--- config.mk ---
export PLATFORM = sky130hd
export DESIGN_NAME = tdm_demultiplexer
export DESIGN_NICKNAME = d
export VERILOG_FILES = /design/src/rtl/tdm_demux_pkg.sv /design/src/rtl/tdm_slot_tracker.sv /design/src/rtl/tdm_demultiplexer.sv
export SDC_FILE = /design/constraint.sdc
export NUM_CORES = 1
export LEC_CHECK = 0
export CAP_MARGIN = 10
export CORE_MARGIN = 5
export CORE_UTILIZATION = 45
export CTS_CLUSTER_SIZE = 30
export DETAILED_ROUTE_END_ITERATION = 7
export PLACE_DENSITY_LB_ADDON = 0.08
export SLEW_MARGIN = 40
export SYNTH_ARGS = -nofsm -noshare
export SYNTH_HDL_FRONTEND = slang
export SYNTH_HIERARCHICAL = 1
export SYNTH_SLANG_ARGS = --single-unit
--- constraint.sdc ---
create_clock -name clk -period 2.1 [get_ports clk]
set_input_delay 0.315 -clock clk [delete_from_list [all_inputs] [get_ports clk]]
set_output_delay 0.315 -clock clk [all_outputs]
set_load 0.01 [all_outputs]
--- src/rtl/tdm_demux_pkg.sv ---
// Shared constants and types for the TDM demultiplexer.
// The optional mid-frame idle timeout is enabled by TDM_DEMUX_TIMEOUT_EN.
package tdm_demux_pkg;
   localparam int NUM_LANES = 4;
   localparam int SLOT_W    = 2;

   typedef enum logic {HUNT = 1'b0, RUN = 1'b1} state_e;
   typedef logic [SLOT_W-1:0] slot_t;

   localparam slot_t LAST_SLOT = slot_t'(NUM_LANES - 1);
endpackage

--- src/rtl/tdm_slot_tracker.sv ---
// Frame alignment tracker: HUNT/RUN state, slot counter, resync and error strobes.
// With TDM_DEMUX_TIMEOUT_EN defined, an idle counter aborts stalled frames.
module tdm_slot_tracker
   import tdm_demux_pkg::*;
#(
   parameter int TIMEOUT = 15
) (
   input  logic   clk,
   input  logic   reset_n,
   input  logic   in_valid,
   input  logic   frame_start,
   output slot_t  slot,
   output state_e state,
   output logic   stage_en,
   output slot_t  stage_idx,
   output logic   discard,
   output logic   complete,
   output logic   error
);

   if (TIMEOUT < 1 || TIMEOUT > 255) begin : g_bad_timeout
      $error("tdm_slot_tracker: TIMEOUT must be within 1..255");
   end

   state_e state_q, state_d;
   slot_t  slot_q, slot_d;

`ifdef TDM_DEMUX_TIMEOUT_EN
   localparam logic [7:0] TIMEOUT_CNT = 8'(TIMEOUT);
   logic [7:0] idle_q, idle_d;
`endif

   always_comb begin
      state_d   = state_q;
      slot_d    = slot_q;
      stage_en  = 1'b0;
      stage_idx = slot_q;
      discard   = 1'b0;
      complete  = 1'b0;
      error     = 1'b0;
`ifdef TDM_DEMUX_TIMEOUT_EN
      idle_d    = '0;
`endif
      if (in_valid) begin
         if (frame_start) begin
            // A start word always opens a fresh frame; mid-frame it is a resync.
            stage_en  = 1'b1;
            stage_idx = '0;
            slot_d    = slot_t'(1);
            state_d   = RUN;
            if (state_q == RUN && slot_q != '0) begin
               error   = 1'b1;
               discard = 1'b1;
            end
         end else if (state_q == RUN) begin
            if (slot_q == '0) begin
               error   = 1'b1;
               state_d = HUNT;
            end else if (slot_q == LAST_SLOT) begin
               complete = 1'b1;
               slot_d   = '0;
            end else begin
               stage_en = 1'b1;
               slot_d   = slot_q + 1'b1;
            end
         end
      end
`ifdef TDM_DEMUX_TIMEOUT_EN
      else if (state_q == RUN && slot_q != '0) begin
         idle_d = idle_q + 8'd1;
         if (idle_d == TIMEOUT_CNT) begin
            error   = 1'b1;
            discard = 1'b1;
            slot_d  = '0;
            state_d = HUNT;
            idle_d  = '0;
         end
      end
`endif
   end

   always_ff @(posedge clk or negedge reset_n) begin
      if (!reset_n) begin
         state_q <= HUNT;
         slot_q  <= '0;
`ifdef TDM_DEMUX_TIMEOUT_EN
         idle_q  <= '0;
`endif
      end else begin
         state_q <= state_d;
         slot_q  <= slot_d;
`ifdef TDM_DEMUX_TIMEOUT_EN
         idle_q  <= idle_d;
`endif
      end
   end

   assign slot  = slot_q;
   assign state = state_q;

endmodule

--- src/rtl/tdm_demultiplexer.sv ---
// 1:4 TDM demultiplexer: stages slot words and publishes whole frames at once.
// Optional idle timeout via TDM_DEMUX_TIMEOUT_EN (TIMEOUT parameter).
module tdm_demultiplexer
   import tdm_demux_pkg::*;
#(
   parameter int WIDTH   = 1,
   parameter int TIMEOUT = 15
) (
   input  logic             clk,
   input  logic             reset_n,
   input  logic             in_valid,
   input  logic [WIDTH-1:0] in_data,
   input  logic             frame_start,
   output logic [WIDTH-1:0] out0,
   output logic [WIDTH-1:0] out1,
   output logic [WIDTH-1:0] out2,
   output logic [WIDTH-1:0] out3,
   output logic             frame_valid,
   output logic             frame_error,
   output logic             addr0,
   output logic             addr1,
   output logic             locked
);

   slot_t  slot;
   state_e state;
   slot_t  stage_idx;
   logic   stage_en, discard, complete, error;

   tdm_slot_tracker #(.TIMEOUT(TIMEOUT)) u_tracker (
      .clk         (clk),
      .reset_n     (reset_n),
      .in_valid    (in_valid),
      .frame_start (frame_start),
      .slot        (slot),
      .state       (state),
      .stage_en    (stage_en),
      .stage_idx   (stage_idx),
      .discard     (discard),
      .complete    (complete),
      .error       (error)
   );

   // The last lane is never staged: it goes straight from in_data to the output.
   logic [NUM_LANES-2:0][WIDTH-1:0] staging_q, staging_d;
   logic [NUM_LANES-1:0][WIDTH-1:0] out_q, out_d;
   logic                            frame_valid_q, frame_valid_d;
   logic                            frame_error_q, frame_error_d;

   always_comb begin
      staging_d     = staging_q;
      out_d         = out_q;
      frame_valid_d = complete;
      frame_error_d = error;
      if (discard) staging_d = '0;
      if (stage_en) staging_d[stage_idx] = in_data;
      if (complete) begin
         for (int i = 0; i < NUM_LANES - 1; i++) out_d[i] = staging_q[i];
         out_d[NUM_LANES-1] = in_data;
      end
   end

   always_ff @(posedge clk or negedge reset_n) begin
      if (!reset_n) begin
         staging_q     <= '0;
         out_q         <= '0;
         frame_valid_q <= 1'b0;
         frame_error_q <= 1'b0;
      end else begin
         staging_q     <= staging_d;
         out_q         <= out_d;
         frame_valid_q <= frame_valid_d;
         frame_error_q <= frame_error_d;
      end
   end

   assign out0        = out_q[0];
   assign out1        = out_q[1];
   assign out2        = out_q[2];
   assign out3        = out_q[3];
   assign frame_valid = frame_valid_q;
   assign frame_error = frame_error_q;
   assign addr0       = slot[0];
   assign addr1       = slot[1];
   assign locked      = (state == RUN);

endmodule

==> summary.txt <==
Outcome
  – Result of the run: complete, no violations

Timing
  – Fin. max-slew vios: 0
  – Setup_tns: 0 ps
  – Setup Skew: approximately 4.6 ps
  – Minimum clock period: between 1500 and 2000 ps
  – F_max: ~0.6 GHz
  – Final setup violation count: 0
  – Slew HR: 0.655
  – RSZ-0062 raised after global routing: false
  – Hold Vio Cnt, Final: 0
  – Worst slew pin tran: ~500 ps
  – Period utilisation layout: 0.795

Clocking
  – Root Buffer: clkbuf_4
  – CTS Hold Bufs: 0
  – Cts bufs inserted: 3
  – CTS tree: done
  – H-tree depth: 1
  – Clk pin slew, worst setup/hold paths: 80 ps
  – Setup repair bufs after CTS: 0
  – Clk Latency, worst-skew pair: 270 ps
  – Clk buf depth: 2
  – Post-cts resize count: 0
  – CTS Sinks: 12

Yosys
  – Synth Area in Simple Gates: 0.169
  – Syn_area_per_cell: between 10 and 15 sq um
  – Synth Area in Compound Gates: 0.0960
  – YS warnings: 6
  – Synth cell types: 21
  – Synthesized flop and latch total: 12
  – Post-synthesis xor/xnor area fraction: 0.0146
  – Mapped Nets: between 50 and 60
  – Adder-cell share of the synthesized area: 0.0418
  – Cells after Synth: 50
  – Mux contribution to synthesized area: 0.144
  – Netlist Area Pre-Place: around 600 sq um
  – Main combinational cell family by area after synthesis: simple AND/OR/NAND/NOR gates
  – Register area share after synthesis: 0.501

Setup path
  – CP delay by family, top: flip-flops
  – Worst EP arrival: between 1500 and 2000 ps
  – Slowest cell on crit path: dfrtp_1
  – Worst reg-to-reg setup slack: 430 ps
  – Startpoint types: register
  – CP max stage delay: ~400 ps
  – Bufs and invs on worst path: 1
  – Crit path max fanout: 4
  – RR Startpoint: u_tracker/slot[0]
  – Setup crit end kind: register
  – CP Data Required Time: 2260 ps
  – Worst path cell trace: inv_1, ha_1, a21oi_1, nor2b_1, nor3b_2, mux2_2
  – Crit Reg-Reg Endpoint: staging_q[0]
  – Critical path class: reg2reg
  – R2R depth: 6
  – Stages on worst setup path: 6
  – Critical Path End: staging_q[0]
  – Worst Setup SP: u_tracker/slot[0]

Power and ir drop
  – Pwr Density: roughly 1300 nW/um^2
  – Leakage power: 0.000367 uW
  – Worst vdd ir: 0.000675 V

Global route
  – GR Overflow Total: 0
  – Vias in the first global route: 400
  – Largest net degree at the start of global routing: 13
  – Initial antenna violation count: 0
  – All-Layer GR Usage: 0.121
  – First-pass GRT wire length: 1790 microns

Placement
  – Placed cell count: between 70 and 80
  – Area after DPL: 751 sq um
  – Post-detail-place hpwl: about 840 microns
  – Port buffer count: 13
  – GPL Wtd Cong: 0.729

Layout
  – # nets final: 75
  – Final std cells w/o fill: 82
  – Post-route cell area: 787 sq um
  – Synthesis-to-finish area growth: 31.3%
  – # diodes: 0
  – Fraction of layout cells with a size suffix above 1: 0.224

Job
  – MaxCap Viol Count: 0

Floorplanning
  – FP Rows: 13
  – CORE AREA: between 1000 and 1500 sq um
  – Die footprint: about 2200 sq um
  – IO Pins: 14
  – Initial core utilization: 0.466
  – Die X: around 46 microns
  – Die Height: 46.5 microns

Detailed routing
  – DR iter-0 viols: 5
  – Final WL: around 1100 microns
  – Pre-Repair DR Iteration Count: 4
  – Routed len/inst: about 13 microns
  – DRC: 0
  – Via-per-instance ratio: approximately 5.0
  – Via count: 411
  – ANT nets after route: 0

Worst hold path
  – Worst hold path class: in2async
[cell type report]
cell class | instances | area (sq um)
Clock buffer | 4 | 36.3
Fill cell | 109 | 498
Inverter | 2 | 7.51
Multi-Input combinational cell | 34 | 279
Sequential cell | 12 | 300
Tap cell | 15 | 18.8
Timing Repair Buffer | 15 | 145
[stage by stage]
stage	total power [uW]	utilization	hold slack, ps	worst slack (ps)
2_1_floorplan	680	-	19.4	482
3_3_place_gp	863	0.584	487	241
3_5_place_dp	874	0.584	485	209
4_1_cts	1060	0.612	402	428
5_1_grt	1130	0.612	417	258
6_report	1050	0.612	378	430
[worst reg2reg max path, delay by kind of cell (launching register included)]
kind	cells	cell delay, ps
and+or+nand+nor	2	370
DFF	1	400
buffers and inverters	1	90
adders and majority gates	1	300
AOI/OAI and AO/OA	1	60
muxes	1	340
[registers in the layout (all words and copies together) (netlist names)]
| signal | count |
|---|---|
| frame_valid | 1 |
| frame_error | 1 |
| out1 | 1 |
| out2 | 1 |
| u_tracker/state | 1 |
| staging_q | 3 |
| u_tracker/slot | 2 |
| out3 | 1 |
| out0 | 1 |
[layout by cell type (no fill, tap or decap), types with 2 or more instances in the layout]
cell type and count:
ha_1 2, mux2_4 2, clkbuf_4 3, clkdlybuf4s50_1 13
dfrtp_1 12, a21oi_1 4, nor2_1 2, a21o_1 2
nand2_1 2, mux2_2 5, nor2b_1 4, buf_4 2
nor3b_1 2, nand3b_1 2, inv_1 2
[worst min-delay path by stage]
stage	start	endpoint	slack, ps	depth (start not counted)
after detailed placement	staging_q[1]	out1	480	1
after floorplan	reset_n	frame_error	20	0
after CTS	reset_n	u_tracker/state	400	1
final	reset_n	u_tracker/state	380	1
after global routing	reset_n	u_tracker/state	420	1
after global placement	staging_q[2]	out2	490	1
[where the power goes]
part	leakage (uW)	total, uW	internal [uW]	switching [uW]
Sequential	0.000154	378	320	58.3
Combinational	0.000192	489	287	202
Clock	0.0000210	183	105	77.7
Total	0.000367	1050	712	338
[per-layer routing]
layer / up-vias / GRT usage / share of wire
met5: - / 0 / 0
met4: 0 / 0.0341 / 0
li1: 206 / - / -
met1: 192 / 0.156 / 0.46
met3: 0 / 0.0469 / 0.072
met2: 13 / 0.187 / 0.47
[cells in the mapped netlist (all sizes together)]
| cell type | count | area share |
|---|---|---|
| nand2 | 2 | 0.013 |
| nand3b | 2 | 0.025 |
| nor2 | 2 | 0.013 |
| o21ai | 1 | 0.0083 |
| xnor2 | 1 | 0.015 |
| a21o | 2 | 0.025 |
| buf | 2 | 0.021 |
| nor3b | 3 | 0.046 |
| mux2 | 7 | 0.14 |
| a22o | 1 | 0.015 |
| inv | 2 | 0.013 |
| a21oi | 4 | 0.033 |
| ha | 2 | 0.042 |
| o2bb2ai | 1 | 0.015 |
| nand3 | 1 | 0.0083 |
| dfrtp | 12 | 0.50 |
| nor2b | 5 | 0.065 |
[cell families after synthesis]
logic type	count (synthesis)
buf+inv	4
xor+xnor	1
compound gates	9
mux	7
simple gates	15
fa+ha+maj	2
flops	12
Power figures use the tool's default switching activity.
==> patch 1: new RTL, same flow settings <==
Register the inputs `in_valid`, `in_data` and `frame_start` before use, with the module's reset. The logic sees them one clock later.
--- a/src/rtl/tdm_demultiplexer.sv
+++ b/src/rtl/tdm_demultiplexer.sv
@@ -24,2 +24,18 @@
 
+   logic in_valid_q;
+   logic [WIDTH-1:0] in_data_q;
+   logic frame_start_q;
+
+   always_ff @(posedge clk or negedge reset_n) begin
+      if (!reset_n) begin
+         in_valid_q    <= '0;
+         in_data_q     <= '0;
+         frame_start_q <= '0;
+      end else begin
+         in_valid_q    <= in_valid;
+         in_data_q     <= in_data;
+         frame_start_q <= frame_start;
+      end
+   end
+
    slot_t  slot;
@@ -32,4 +48,4 @@
       .reset_n     (reset_n),
-      .in_valid    (in_valid),
-      .frame_start (frame_start),
+      .in_valid    (in_valid_q),
+      .frame_start (frame_start_q),
       .slot        (slot),
@@ -55,6 +71,6 @@
       if (discard) staging_d = '0;
-      if (stage_en) staging_d[stage_idx] = in_data;
+      if (stage_en) staging_d[stage_idx] = in_data_q;
       if (complete) begin
          for (int i = 0; i < NUM_LANES - 1; i++) out_d[i] = staging_q[i];
-         out_d[NUM_LANES-1] = in_data;
+         out_d[NUM_LANES-1] = in_data_q;
       end
Check against the original RTL: not equivalent (Yosys sat finds a counterexample within 4 cycles, from zero or initial values and one cycle with reset_n low).
==> patch 1 against the original RTL <==
Setup slack got worse by 0.047 ns. Combinational power down 2%. Clock skew shrank 0.0035 ns. Cell count rose by 3.7%. Die area rose by 9.8%. Sequential power increased by 19%. Area after synthesis increased by 13%. Total power grew 3.8%. Critical path depth did not move. Count of clock-buffer cells in the layout down 1. Cell area up 7.6%. Sequential cell count rose by 3. Wire length increased by 11%.
==> patch 1: results (changes against the original RTL) <==
| Metric | Value |
|---|---|
| Outcome | finished clean (unchanged) |
| Post-Place Cells | 81 (was 78) |
| Static Leakage | 0.394 nW (was 0.367 nW) |
| Area after DPL | 820 µm² (was 751 µm²) |
| Nets | 77 (was 75) |
| GR Util met3 | 2.15% (was 4.69%) |
| Sw Share | 32.4% (was 32.2%) |
| IR drop worst, VDD | 0.000550 V (was 0.000675 V) |
| Met3 WL | 85 µm (was 77 µm) |
| Synthesized-area fraction occupied by adder cells | 3.71% (was 4.18%) |
| Layout filler cell count | 133 (was 109) |
| Layout cells sized above 1 | 20.3% (was 22.4%) |
| Largest net degree at the start of global routing | 16 (was 13) |
| GRT met2 Usage | 18.3% (was 18.7%) |
| First-pass GRT wire length | 1970 µm (was 1790 µm) |
| Initial DRC Count | 8 (was 5) |
| WL met1 | 498 µm (was 492 µm) |
| Drt via density | 5.35 (was 5.01) |
| Sequential share of the synthesized area | 55.7% (was 50.1%) |
| Synth Area in Compound Gates | 8.53% (was 9.60%) |
| GRT met1 Usage | 12.0% (was 15.6%) |
| Global placer's final weighted congestion | 0.780 (was 0.729) |
| Post-DP HPWL | 874 µm (was 843 µm) |
| Clk_skew | 0.00112 ns (was 0.00464 ns) |
| Top cells by count, synth | 15 x dfrtp_1, 5 x mux2_2, 4 x a21oi_1, 4 x nor2b_1 (was 12 x dfrtp_1, 5 x mux2_2, 4 x a21oi_1, 4 x nor2b_1) |
[patch 1: cell types whose count changed in the layout (fill, tap and decap cells not counted), sizes merged]
cell and delta:
clkbuf -1, dfrtp +3, buf -1, clkinv +1
[patch 1: worst paths after layout]
| kind | start | end | slack [ns] | depth (start not counted) |
|---|---|---|---|---|
| max | u_tracker/slot[0] | staging_q[0] | 0.38 | 6 |
| min | reset_n | frame_error | 0.41 | 1 |
| max reg2reg | u_tracker/slot[0] | staging_q[0] | 0.38 | 6 |
| min reg2reg | out2 | out2 | 0.51 | 1 |
| max in group asynchronous | reset_n | in_valid_q | 1.29 | 1 |
| min in group clk | frame_start | frame_start_q | 0.47 | 1 |
[patch 1: power by group through the flow]
stage	registers, mW	clock network [mW]	logic [mW]
2_1_floorplan	0.472	0	0.259
3_3_place_gp	0.450	0	0.465
3_5_place_dp	0.455	0	0.475
4_1_cts	0.450	0.169	0.478
5_1_grt	0.463	0.183	0.516
6_report	0.449	0.163	0.478
[patch 1: cell type report]
cell class / instances / share of cell area, %
clock buffers: 3 / 2.66
clock inverters: 1 / 0.591
inverters: 2 / 0.886
multi-input cells: 34 / 32.9
flip-flops and latches: 15 / 44.3
well taps: 16 / 2.36
repair buffers: 14 / 16.2
[patch 1: worst reg2reg max path: stages (launching register included)]
cell and delay [ns]:
dfrtp_1 0.41, inv_1 0.10, ha_1 0.31, a21oi_1 0.07
nor2b_1 0.18, nor3b_2 0.20, mux2_2 0.34
[patch 1: logic make-up after synthesis]
family | Yosys count
AND/OR/NAND/NOR | 15
flip-flops | 15
AO/OA/AOI/OAI | 9
multiplexers | 7
buffers and inverters | 4
adder cells (fa/ha/maj) | 2
XOR/XNOR | 1
==> patch 2: new RTL, config.mk and constraints unchanged <==
Made on the original files. The option `TDM_DEMUX_TIMEOUT_EN` is turned on by a define.
--- a/src/rtl/tdm_slot_tracker.sv
+++ b/src/rtl/tdm_slot_tracker.sv
@@ -2,2 +2,4 @@
 // With TDM_DEMUX_TIMEOUT_EN defined, an idle counter aborts stalled frames.
+`define TDM_DEMUX_TIMEOUT_EN
+
 module tdm_slot_tracker
Function: no difference found for any inputs over 10 cycles, from zero or initial values and one cycle with reset_n low; that may be too few to reach the edited logic, so the function may still have changed.
==> patch 2 against the original RTL <==
Count of clock-buffer cells in the layout fell by 1. Sequential cell count rose by 8. Area after synthesis rose by 89%. Wire length rose by 99%. Critical path depth rose by 2. Non-clock buffer count rose by 5. Largest power group unchanged. Cell area rose by 83%. Critical endpoint unchanged. Combinational power rose by 27%. Setup slack got worse by 0.31 ns. Total power rose by 43%. First-iteration DRC count rose to 4.0 times the old value. Die area rose by 67%.
==> patch 2: results (changes against the original RTL) <==
| Metric | Value |
|---|---|
| Outcome | finished clean (unchanged) |
| Post-Synth XOR/XNOR Area | 6.96% (was 1.46%) |
| CP delay by family, top | simple AND/OR/NAND/NOR gates (was flip-flops) |
| Arr. time, crit path | 2.18 ns (was 1.83 ns) |
| Fmax | 0.506 GHz (was 0.599 GHz) |
| Crit-path max cell delay | 0.46 ns (was 0.40 ns) |
| IR drop worst, VDD | 0.000630 V (was 0.000675 V) |
| First-pass GRT wire length | 3880 µm (was 1790 µm) |
| Mux contribution to synthesized area | 7.62% (was 14.4%) |
| Total wire length | 2140 µm (was 1080 µm) |
| Area after DPL | 1340 µm² (was 751 µm²) |
| Max reg flops | 8 (was 3) |
| Clock slew at reported path FFs | 0.12 ns (was 0.08 ns) |
| Vias in the first global route | 823 (was 400) |
| Drt via density | 5.24 (was 5.01) |
| Worst-Skew Late Latency | 0.30 ns (was 0.27 ns) |
| Layout cells sized above 1 | 25.8% (was 22.4%) |
| Total GRT Usage | 14.3% (was 12.1%) |
| Mapped Nets | 115 (was 57) |
| Nets | 138 (was 75) |
| Post-DP HPWL | 1510 µm (was 843 µm) |
| Clk_skew | 0.00411 ns (was 0.00464 ns) |
| Initial DRC Count | 20 (was 5) |
| Slew of the pin with the lowest slew margin | 0.306 ns (was 0.515 ns) |
| Top cells by count, synth | 20 x dfrtp_1, 11 x nor2_1, 6 x nand2_1, 6 x nor2b_1 (was 12 x dfrtp_1, 5 x mux2_2, 4 x a21oi_1, 4 x nor2b_1) |
| Synthesized-area fraction occupied by adder cells | 4.42% (was 4.18%) |
| Layout filler cell count | 215 (was 109) |
| Final core occ | 59.4% (was 61.2%) |
| Global placer's final weighted congestion | 0.823 (was 0.729) |
| Static Leakage | 0.595 nW (was 0.367 nW) |
patch 2: cell types whose count changed after synthesis, sizes merged, moves of 3 or more:
| cell | before | now |
|---|---|---|
| nor3 | 0 | 5 |
| xor2 | 0 | 4 |
| xnor2 | 1 | 5 |
| dfrtp | 12 | 20 |
| nor2 | 2 | 11 |
| and3 | 0 | 3 |
| nand3 | 1 | 4 |
| nand2 | 2 | 6 |
patch 2: per-stage QoR:
stage | power, mW | hold slack (ns) | instances | setup WS [ns]
after CTS | 1.49 | 0.329 | 158 | 0.0183
after global placement | 1.15 | 0.487 | 153 | 0.0615
after floorplan | 0.919 | 0.0194 | 106 | 0.134
after global routing | 1.62 | 0.339 | 158 | 0.00991
after detailed placement | 1.15 | 0.495 | 153 | -0.0344
final | 1.51 | 0.333 | 158 | 0.124
patch 2: kinds of logic (layout without fill, tap and decap cells):
family	after synthesis	count (layout)
multiplexers	7	7
flip-flops	20	20
AND/OR/NAND/NOR	44	44
buffers and inverters	6	28
adder cells (fa/ha/maj)	4	4
AO/OA/AOI/OAI	16	16
XOR/XNOR	9	9
patch 2: timing repair:
| action | CTS | global route |
|---|---|---|
| pin swaps | 0 | 0 |
| buffers inserted | 1 | 0 |
| setup endpoints to repair | 3 | 3 |
| gates resized for setup | 1 | 7 |
patch 2: layout make-up:
cell class | count | share of cell area, %
tap | 30 | 2.60
clock buffer | 3 | 1.56
sequential | 20 | 34.7
timing repair buffer | 20 | 12.7
inverter | 4 | 1.04
multi-input combinational | 80 | 45.3
clock inverter | 1 | 2.08
patch 2: final timing paths:
path | slack (ns) | endpoint | startpoint
worst min-delay path | 0.33 | u_tracker/idle_q[7] | reset_n
worst min register to register | 0.52 | out2 | out2
min in group clk | 0.52 | out2 | out2
worst max-delay path | 0.12 | staging_q[0] | u_tracker/idle_q[1]
max in group asynchronous | 1.54 | u_tracker/idle_q[0] | reset_n
worst max register to register | 0.12 | staging_q[0] | u_tracker/idle_q[1]
patch 2: routing by layer:
layer | vias up | GRT usage (%) | share of wire [%]
li1 | 417 | - | -
met1 | 396 | 20.2 | 51
met2 | 13 | 21.0 | 43
met3 | 2 | 3.24 | 4.5
met4 | 0 | 5.70 | 0.84
met5 | - | 0 | 0
patch 2: power by group:
group	switching, mW	internal (mW)
clock	0.122	0.193
sequential	0.0851	0.487
combinational	0.285	0.334
